<file path="config.mk">
export PLATFORM = sky130hd
export DESIGN_NAME = ulpi_reg_arbiter
export DESIGN_NICKNAME = d
export VERILOG_FILES = /design/src/rtl/ulpi_reg_arbiter.sv
export SDC_FILE = /design/constraint.sdc
export NUM_CORES = 1
export LEC_CHECK = 0
export CORE_ASPECT_RATIO = 1.1
export CORE_MARGIN = 3
export CORE_UTILIZATION = 43
export CTS_CLUSTER_DIAMETER = 150
export DETAILED_ROUTE_END_ITERATION = 7
export PLACE_DENSITY = 0.78
export SYNTH_ARGS = -nofsm -noshare
export SYNTH_HDL_FRONTEND = slang
export SYNTH_SLANG_ARGS = --single-unit
</file>
<file path="constraint.sdc">
create_clock -name CLK -period 2.7 [get_ports CLK]
set_clock_uncertainty 0.2 [all_clocks]
set_input_delay 0.54 -clock CLK [delete_from_list [all_inputs] [get_ports CLK]]
set_output_delay 0.54 -clock CLK [all_outputs]
set_load 0.01 [all_outputs]
</file>
<file path="src/rtl/ulpi_reg_arbiter.sv">
// Round-robin arbiter sharing the ULPI core register port between the init sequencer (R0)
// and host commands (R1); one transaction in flight with a per-transaction ack timeout.
module ulpi_reg_arbiter #(
  parameter int unsigned ADDR_W  = 6,
  parameter int unsigned DATA_W  = 8,
  parameter int unsigned TIMEOUT = 255
) (
  input  logic              CLK,
  input  logic              RST_N,

  input  logic [ADDR_W-1:0] R0_ADDR,
  input  logic [DATA_W-1:0] R0_WDATA,
  input  logic              R0_WRITE_REQ,
  input  logic              R0_READ_REQ,
  output logic              R0_ACK,
  output logic [DATA_W-1:0] R0_RDATA,
  output logic              R0_ERR,

  input  logic [ADDR_W-1:0] R1_ADDR,
  input  logic [DATA_W-1:0] R1_WDATA,
  input  logic              R1_WRITE_REQ,
  input  logic              R1_READ_REQ,
  output logic              R1_ACK,
  output logic [DATA_W-1:0] R1_RDATA,
  output logic              R1_ERR,

  output logic [ADDR_W-1:0] REG_ADDR,
  output logic [DATA_W-1:0] REG_DATA_WRITE,
  output logic              REG_WRITE_REQ,
  output logic              REG_READ_REQ,
  input  logic [DATA_W-1:0] REG_DATA_READ,
  input  logic              REG_WRITE_ACK,
  input  logic              REG_READ_ACK,

  output logic              BUSY,
  output logic              GRANT
);

  localparam int unsigned CNT_W = $clog2(TIMEOUT + 1);
  localparam logic [CNT_W-1:0] CNT_MAX = CNT_W'(TIMEOUT);

  localparam logic [1:0] IDLE  = 2'd0;
  localparam logic [1:0] ISSUE = 2'd1;
  localparam logic [1:0] DONE  = 2'd2;

  logic [1:0]        state_q, state_d;
  logic [CNT_W-1:0]  cnt_q, cnt_d, cnt_inc;
  logic [ADDR_W-1:0] addr_q, addr_d;
  logic [DATA_W-1:0] wdata_q, wdata_d;
  logic              is_write_q, is_write_d;
  logic              grant_q, grant_d;
  logic              prio_q, prio_d;  // requester that wins a simultaneous request
  logic              err_q, err_d;
  logic [DATA_W-1:0] rdata0_q, rdata0_d;
  logic [DATA_W-1:0] rdata1_q, rdata1_d;

  logic pend0, pend1, pick, hit, finish, timed_out;

  assign pend0   = R0_WRITE_REQ | R0_READ_REQ;
  assign pend1   = R1_WRITE_REQ | R1_READ_REQ;
  assign hit     = is_write_q ? REG_WRITE_ACK : REG_READ_ACK;
  assign cnt_inc = cnt_q + 1'b1;

  always_comb begin
    state_d    = state_q;
    cnt_d      = cnt_q;
    addr_d     = addr_q;
    wdata_d    = wdata_q;
    is_write_d = is_write_q;
    grant_d    = grant_q;
    prio_d     = prio_q;
    err_d      = err_q;
    rdata0_d   = rdata0_q;
    rdata1_d   = rdata1_q;
    pick       = 1'b0;
    finish     = 1'b0;
    timed_out  = 1'b0;

    case (state_q)
      IDLE: begin
        if (pend0 || pend1) begin
          pick       = (pend0 && pend1) ? prio_q : pend1;
          grant_d    = pick;
          prio_d     = ~pick;
          addr_d     = pick ? R1_ADDR : R0_ADDR;
          wdata_d    = pick ? R1_WDATA : R0_WDATA;
          // Write takes precedence when a requester raises both request lines.
          is_write_d = pick ? R1_WRITE_REQ : R0_WRITE_REQ;
          cnt_d      = '0;
          err_d      = 1'b0;
          state_d    = ISSUE;
        end
      end

      ISSUE: begin
        cnt_d = cnt_inc;
        // A matching ack on the final counted cycle still counts as a success.
        if (hit) begin
          finish = 1'b1;
        end else if (cnt_inc == CNT_MAX) begin
          finish    = 1'b1;
          timed_out = 1'b1;
        end

        if (finish) begin
          state_d = DONE;
          err_d   = timed_out;
          if (!is_write_q) begin
            if (grant_q) begin
              rdata1_d = timed_out ? '0 : REG_DATA_READ;
            end else begin
              rdata0_d = timed_out ? '0 : REG_DATA_READ;
            end
          end
        end
      end

      DONE: begin
        state_d = IDLE;
      end

      default: begin
        state_d = IDLE;
      end
    endcase
  end

  always_ff @(posedge CLK or negedge RST_N) begin
    if (!RST_N) begin
      state_q    <= IDLE;
      cnt_q      <= '0;
      addr_q     <= '0;
      wdata_q    <= '0;
      is_write_q <= 1'b0;
      grant_q    <= 1'b0;
      prio_q     <= 1'b0;
      err_q      <= 1'b0;
      rdata0_q   <= '0;
      rdata1_q   <= '0;
    end else begin
      state_q    <= state_d;
      cnt_q      <= cnt_d;
      addr_q     <= addr_d;
      wdata_q    <= wdata_d;
      is_write_q <= is_write_d;
      grant_q    <= grant_d;
      prio_q     <= prio_d;
      err_q      <= err_d;
      rdata0_q   <= rdata0_d;
      rdata1_q   <= rdata1_d;
    end
  end

  // Everything below is decoded from registered state, so reset clears it at once.
  assign REG_ADDR       = addr_q;
  assign REG_DATA_WRITE = wdata_q;
  assign REG_WRITE_REQ  = (state_q == ISSUE) &&  is_write_q;
  assign REG_READ_REQ   = (state_q == ISSUE) && !is_write_q;

  assign R0_ACK   = (state_q == DONE) && !grant_q;
  assign R1_ACK   = (state_q == DONE) &&  grant_q;
  assign R0_ERR   = R0_ACK && err_q;
  assign R1_ERR   = R1_ACK && err_q;
  assign R0_RDATA = rdata0_q;
  assign R1_RDATA = rdata1_q;

  assign BUSY  = (state_q != IDLE);
  assign GRANT = grant_q;

  a_one_master_req : assert property (@(posedge CLK) disable iff (!RST_N)
    !(REG_WRITE_REQ && REG_READ_REQ));
  a_one_ack : assert property (@(posedge CLK) disable iff (!RST_N)
    !(R0_ACK && R1_ACK));

endmodule

</file>
==> reports/metrics.cfg, run 1 <==
[run_status]
status = complete, no violations

[pwr]
seqPwrFrac_pct = 35.7
power_switching_uw = 1180
internal-power_uw = 2100
p_clk_share_pct = 15.3
leakagePower_uw = 0.00129
total_power_uw = 3280
irDropWorstVdd_uv = 530
p_per_area_mw_per_mm2 = 1090
p_sw_share_pct = 36.0
pwr-share-comb_pct = 48.9

[drt]
route.met2.wl_um = 2670
drt-total-wl_um = 5350
vias_per_cell = 5.49
routedWlPerCell_um = 16.3
top_layer = met4
firstDrtPassIters = 5
drtIter0Drc = 169
drcViolationCount = 0
drt-met1-wl_um = 2210
vias = 1801
postRouteAntennaNets = 0
wl_met3_um = 422

[clocking]
cts_root_buf = clkbuf_8
postCtsSetupRepairBufs = 0
ctsResizeCount = 0
cts.sinks = 44
cts_buffers = 5
ctsHoldBuffers = 1
htreeDepth = 2
clock_path_buffers = 2
cts_tree = done
clk_pin_slew_ns = 0.08
worst_skew_pair.late_latency_ns = 0.30

[critical_path]
worst_path_max_delay_cell = clkdlybuf4s50_1
path_delay_family = buffers and inverters
cp-end-kind = output pin
critPathKind = flop to output pin
crit_buf_inv = 1
crit_required_ns = 1.96
worstPathCellList = nor3b_1, and2_1, clkdlybuf4s50_1
crit_fanout = 6
slowest_delay_ns = 0.54
start_kind = flop
worstPathArrival_ns = 1.70

[sta]
final.period_utilization_pct = 90.4
relSlewSlack_pct = 64.4
fin_hold_ws_ns = 0.301
drv_slew = 0
fmax_mhz = 410
rsz0062_at_grt = no
finalHoldViolations = 0
tightest_slew_ns = 0.535
min_period_ns = 2.44
tns_ns = 0
setup_viol = 0

[cells_and_area]
drive_above_1_share_pct = 7.30
final_common_cell = clkdlybuf4s50_1
area_growth_pct = 50.7
antennaDiodeCount = 0
layout_common_cells = 80 x clkdlybuf4s50_1, 44 x dfrtp_1, 17 x inv_1, 16 x o2bb2ai_1, 15 x a222oi_1
final_area_mm2 = 0.00302
layout.nets = 319

[grt]
grt_usage_pct = 20.9
antenna_found_initial = 0
grt_pass1_vias = 1877
grt.overflow.total = 0
grt_max_degree = 26
grt_first_pass_wirelength_um = 9050

[logic_synthesis]
async_flop_share_pct = 100
avgSynthCellArea_um2 = 10.8
synth_flop_cell = dfrtp_1
syn_area_mm2 = 0.00200
synth.top_cell.area_share_pct = 55.0
yosys-top-cells-area = dfrtp_1 55%, a222oi_1 7.5%, o2bb2ai_1 7.0%
yosys_warnings = 0
post-synth-top-area-cell = dfrtp_1
ys_seq_area_share_pct = 55.0
syn_inst = 185
synth_edf_count = 0
ys_types = 35
synth_nets = 231
synth_seq_cells = 44

[placement]
io_buffers = 81
placed_cell_area_mm2 = 0.00290
place.gp.congestion = 0.828
dp_hpwl_um = 4080

[floorplan]
dieArea_mm2 = 0.00551
boundaryPins = 82
start_util_pct = 45.7
fp.dieW_um = 71.0
core_mm2 = 0.00438
die_h_um = 77.5
rows = 25

[flow_run]
drv_cap = 0

[hold_path]
hold_class = flop to flop

## cell type report
class	instances	area [um^2]
Fill cell	350	1360
Timing Repair Buffer	90	876
Sequential cell	44	1100
Clock inverter	2	35.0
Clock buffer	6	72.6
Multi-Input combinational cell	115	800
Inverter	17	63.8
Tap cell	54	67.6
## path summary, 6_finish.rpt
| path | endpoint | start | depth (start not counted) | slack (ns) |
|---|---|---|---|---|
| worst max-delay path | R0_ERR | state_q[0]$_DFFE_PN0P_ | 3 | 0.26 |
| worst min-delay path | R1_RDATA[3]$_DFFE_PN0P_ | R1_RDATA[3]$_DFFE_PN0P_ | 1 | 0.30 |
| worst max register to register | R1_RDATA[1]$_DFFE_PN0P_ | cnt_q[2]$_DFFE_PN0P_ | 5 | 0.39 |
| worst min register to register | R1_RDATA[3]$_DFFE_PN0P_ | R1_RDATA[3]$_DFFE_PN0P_ | 1 | 0.30 |
| max in group asynchronous | prio_q$_DFFE_PN0P_ | RST_N | 3 | 1.10 |
| min in group asynchronous | R0_RDATA[0]$_DFFE_PN0P_ | RST_N | 2 | 0.51 |
## power by group through the flow
stage,sequential [uW],combinational (uW),clock [uW]
2_1_floorplan,1230,696,0
3_3_place_gp,1180,1580,0
6_report,1170,1610,502
3_5_place_dp,1180,1610,0
4_1_cts,1170,1620,510
5_1_grt,1210,1760,538
## through the flow
stage / setup WS, ns / utilization (%) / instances
floorplan: 0.613 / - / 185
global placement: 0.357 / 66.2 / 319
detailed placement: 0.301 / 66.2 / 319
CTS: 0.231 / 68.9 / 328
global route: 0.175 / 68.9 / 328
finish: 0.261 / 68.9 / 328
## registers in the layout, summed over array words and instances, names as in the netlist
| register | flops |
|---|---|
| R0_RDATA | 8 |
| R1_RDATA | 8 |
| REG_DATA_WRITE | 8 |
| cnt_q | 8 |
| REG_ADDR | 6 |
| state_q | 2 |
| GRANT | 1 |
| err_q | 1 |
| is_write_q | 1 |
| prio_q | 1 |
## synth_stat cells, drive strengths merged (2+ instances only)
cell,number
a21o,3
a21oi,3
a222oi,15
and2,4
clkbuf,8
dfrtp,44
ha,2
inv,17
nand2,14
nand2b,2
nand3,8
nor2,9
nor2b,2
nor3,4
nor3b,2
o21ai,14
o2bb2ai,16
xnor2,3
## cells by family (layout without fill, tap and decap cells)
| logic type | after synthesis | count (layout) | synth area share, % |
|---|---|---|---|
| AOI/OAI and AO/OA | 56 | 56 | 23.4 |
| xor gates and xnor gates | 4 | 4 | 1.75 |
| adders and majority gates | 2 | 2 | 1.25 |
| buffers and inverters | 26 | 115 | 5.00 |
| DFF | 44 | 44 | 55.0 |
| muxes | 1 | 1 | 0.563 |
| and+or+nand+nor | 52 | 52 | 13.0 |
## metal layers
metal  global-route usage, %  vias to the layer above
met5                       0                        -
met4                    6.02                        0
met3                    7.51                        4
met2                    34.6                       61
met1                    25.6                      875
li1                        -                      861
Power figures use the tool's default switching activity.
==> run 2: changes to the inputs <==
CORE_MARGIN = not set   (was 3)
==> reports/metrics.cfg, run 2 (synthesis results as in run 1) <==
[clocking]
cts_buffers = 5
worst_skew_pair.late_latency_ns = 0.29
postCtsSetupRepairBufs = 0
clock_path_buffers = 2
cts_tree = done
ctsHoldBuffers = 1
cts_root_buf = clkbuf_8
htreeDepth = 2
cts.sinks = 44
ctsResizeCount = 0
clk_pin_slew_ns = 0.08

[cells_and_area]
layout_common_cells = 80 x clkdlybuf4s50_1, 44 x dfrtp_1, 17 x inv_1, 16 x o2bb2ai_1, 15 x a222oi_1
utilization_pct = 68.3
final_area_mm2 = 0.00299
fin_cells = 327
drive_above_1_share_pct = 6.59
antennaDiodeCount = 0
layout.nets = 318
final_common_cell = clkdlybuf4s50_1
area_growth_pct = 49.5

[sta]
tns_ns = 0
finalHoldViolations = 0
final.period_utilization_pct = 94.5
tightest_slew_ns = 0.497
fin_hold_ws_ns = 0.294
relSlewSlack_pct = 66.9
rsz0062_at_grt = no
fmax_mhz = 392
drv_slew = 0
min_period_ns = 2.55
setup_viol = 0

[placement]
dp.cells = 318
placed_cell_area_mm2 = 0.00289
dp_hpwl_um = 3810
io_buffers = 81
place.gp.congestion = 0.868

[drt]
vias = 1835
routedWlPerCell_um = 16.0
firstDrtPassIters = 5
drt-total-wl_um = 5230
postRouteAntennaNets = 0
drcViolationCount = 0
vias_per_cell = 5.61
drtIter0Drc = 153

[hold_path]
hold_class = flop to flop
min_path_cells = 1

[grt]
grt_pass1_vias = 1826
grt.overflow.total = 0
met1_usage_pct = 28.9
grt_max_degree = 28
grt_usage_pct = 22.8
top_usage_layer = met2
use_met3_pct = 8.07
grt_first_pass_wirelength_um = 8400
antenna_found_initial = 0
grt_use_met2_pct = 35.3

[critical_path]
start_kind = flop
r2r_slack_ns = 0.37
crit_start = GRANT$_DFFE_PN0P_
worstPathArrival_ns = 1.81
crit_required_ns = 1.96
cp-endpoint = R0_ERR
r2r_cells = 5
critPathKind = flop to output pin
worstReg2RegEnd = R0_RDATA[5]$_DFFE_PN0P_
crit_fanout = 6
cp-end-kind = output pin
r2r_start = cnt_q[2]$_DFFE_PN0P_

[floorplan]
start_util_pct = 45.7
fp.dieW_um = 67.0
boundaryPins = 82
die_h_um = 73.5
core_mm2 = 0.00438
dieArea_mm2 = 0.00493
rows = 25

[flow_run]
drv_cap = 0

[pwr]
internal-power_uw = 2020
p_clk_share_pct = 13.3
seqPwrFrac_pct = 36.7
irDropWorstVdd_uv = 512
p_per_area_mw_per_mm2 = 1070
leakagePower_uw = 0.00128
pwr-share-comb_pct = 49.9
p_sw_share_pct = 36.6
power_switching_uw = 1170

[run_status]
status = complete, no violations

[run 2: cell count changes in the layout (fill, tap and decap cells not counted)]
cell / before / now
bufinv_16: 1 / 0
clkbuf_8: 5 / 6
clkbuf_1: 1 / 2
clkinv_2: 1 / 0
buf_4: 8 / 7
[run 2: worst min path at each step]
stage / startpoint / end / slack (ns)
floorplan: RST_N / GRANT$_DFFE_PN0P_ / 0.04
global placement: R0_RDATA[1]$_DFFE_PN0P_ / R0_RDATA[1]$_DFFE_PN0P_ / 0.27
detailed placement: R1_RDATA[3]$_DFFE_PN0P_ / R1_RDATA[3]$_DFFE_PN0P_ / 0.28
CTS: cnt_q[7]$_DFFE_PN0P_ / cnt_q[7]$_DFFE_PN0P_ / 0.30
global route: R0_RDATA[2]$_DFFE_PN0P_ / R0_RDATA[2]$_DFFE_PN0P_ / 0.32
finish: cnt_q[7]$_DFFE_PN0P_ / cnt_q[7]$_DFFE_PN0P_ / 0.29
[run 2: power by group through the flow]
stage	registers [uW]	logic, uW	clock network, uW
6_report	1170	1590	425
5_1_grt	1210	1750	462
4_1_cts	1170	1600	435
3_5_place_dp	1170	1590	0
3_3_place_gp	1170	1560	0
2_1_floorplan	1230	696	0
[run 2: critical path, stage by stage, from the launching register on]
cell and delay, ns:
dfrtp_1 0.45, nor3b_1 0.36, and2_1 0.18, clkdlybuf4s50_1 0.53
[run 2: layer usage]
layer	vias up	routed length (um)
li1	865	-
met1	875	2130
met2	84	2530
met3	11	449
met4	0	114
met5	-	0
[run 2: stage by stage]
| step | power [uW] | setup WS, ns |
|---|---|---|
| 6_report | 3190 | 0.149 |
| 2_1_floorplan | 1930 | 0.613 |
| 4_1_cts | 3210 | 0.139 |
| 3_3_place_gp | 2730 | 0.342 |
| 5_1_grt | 3410 | 0.0993 |
| 3_5_place_dp | 2770 | 0.276 |
[run 2: final cells by class]
type / count / area, um^2
tap: 54 / 67.6
clock buffer: 8 / 90.1
multi-input combinational: 115 / 800
fill: 333 / 1390
inverter: 17 / 63.8
timing repair buffer: 89 / 868
sequential: 44 / 1100
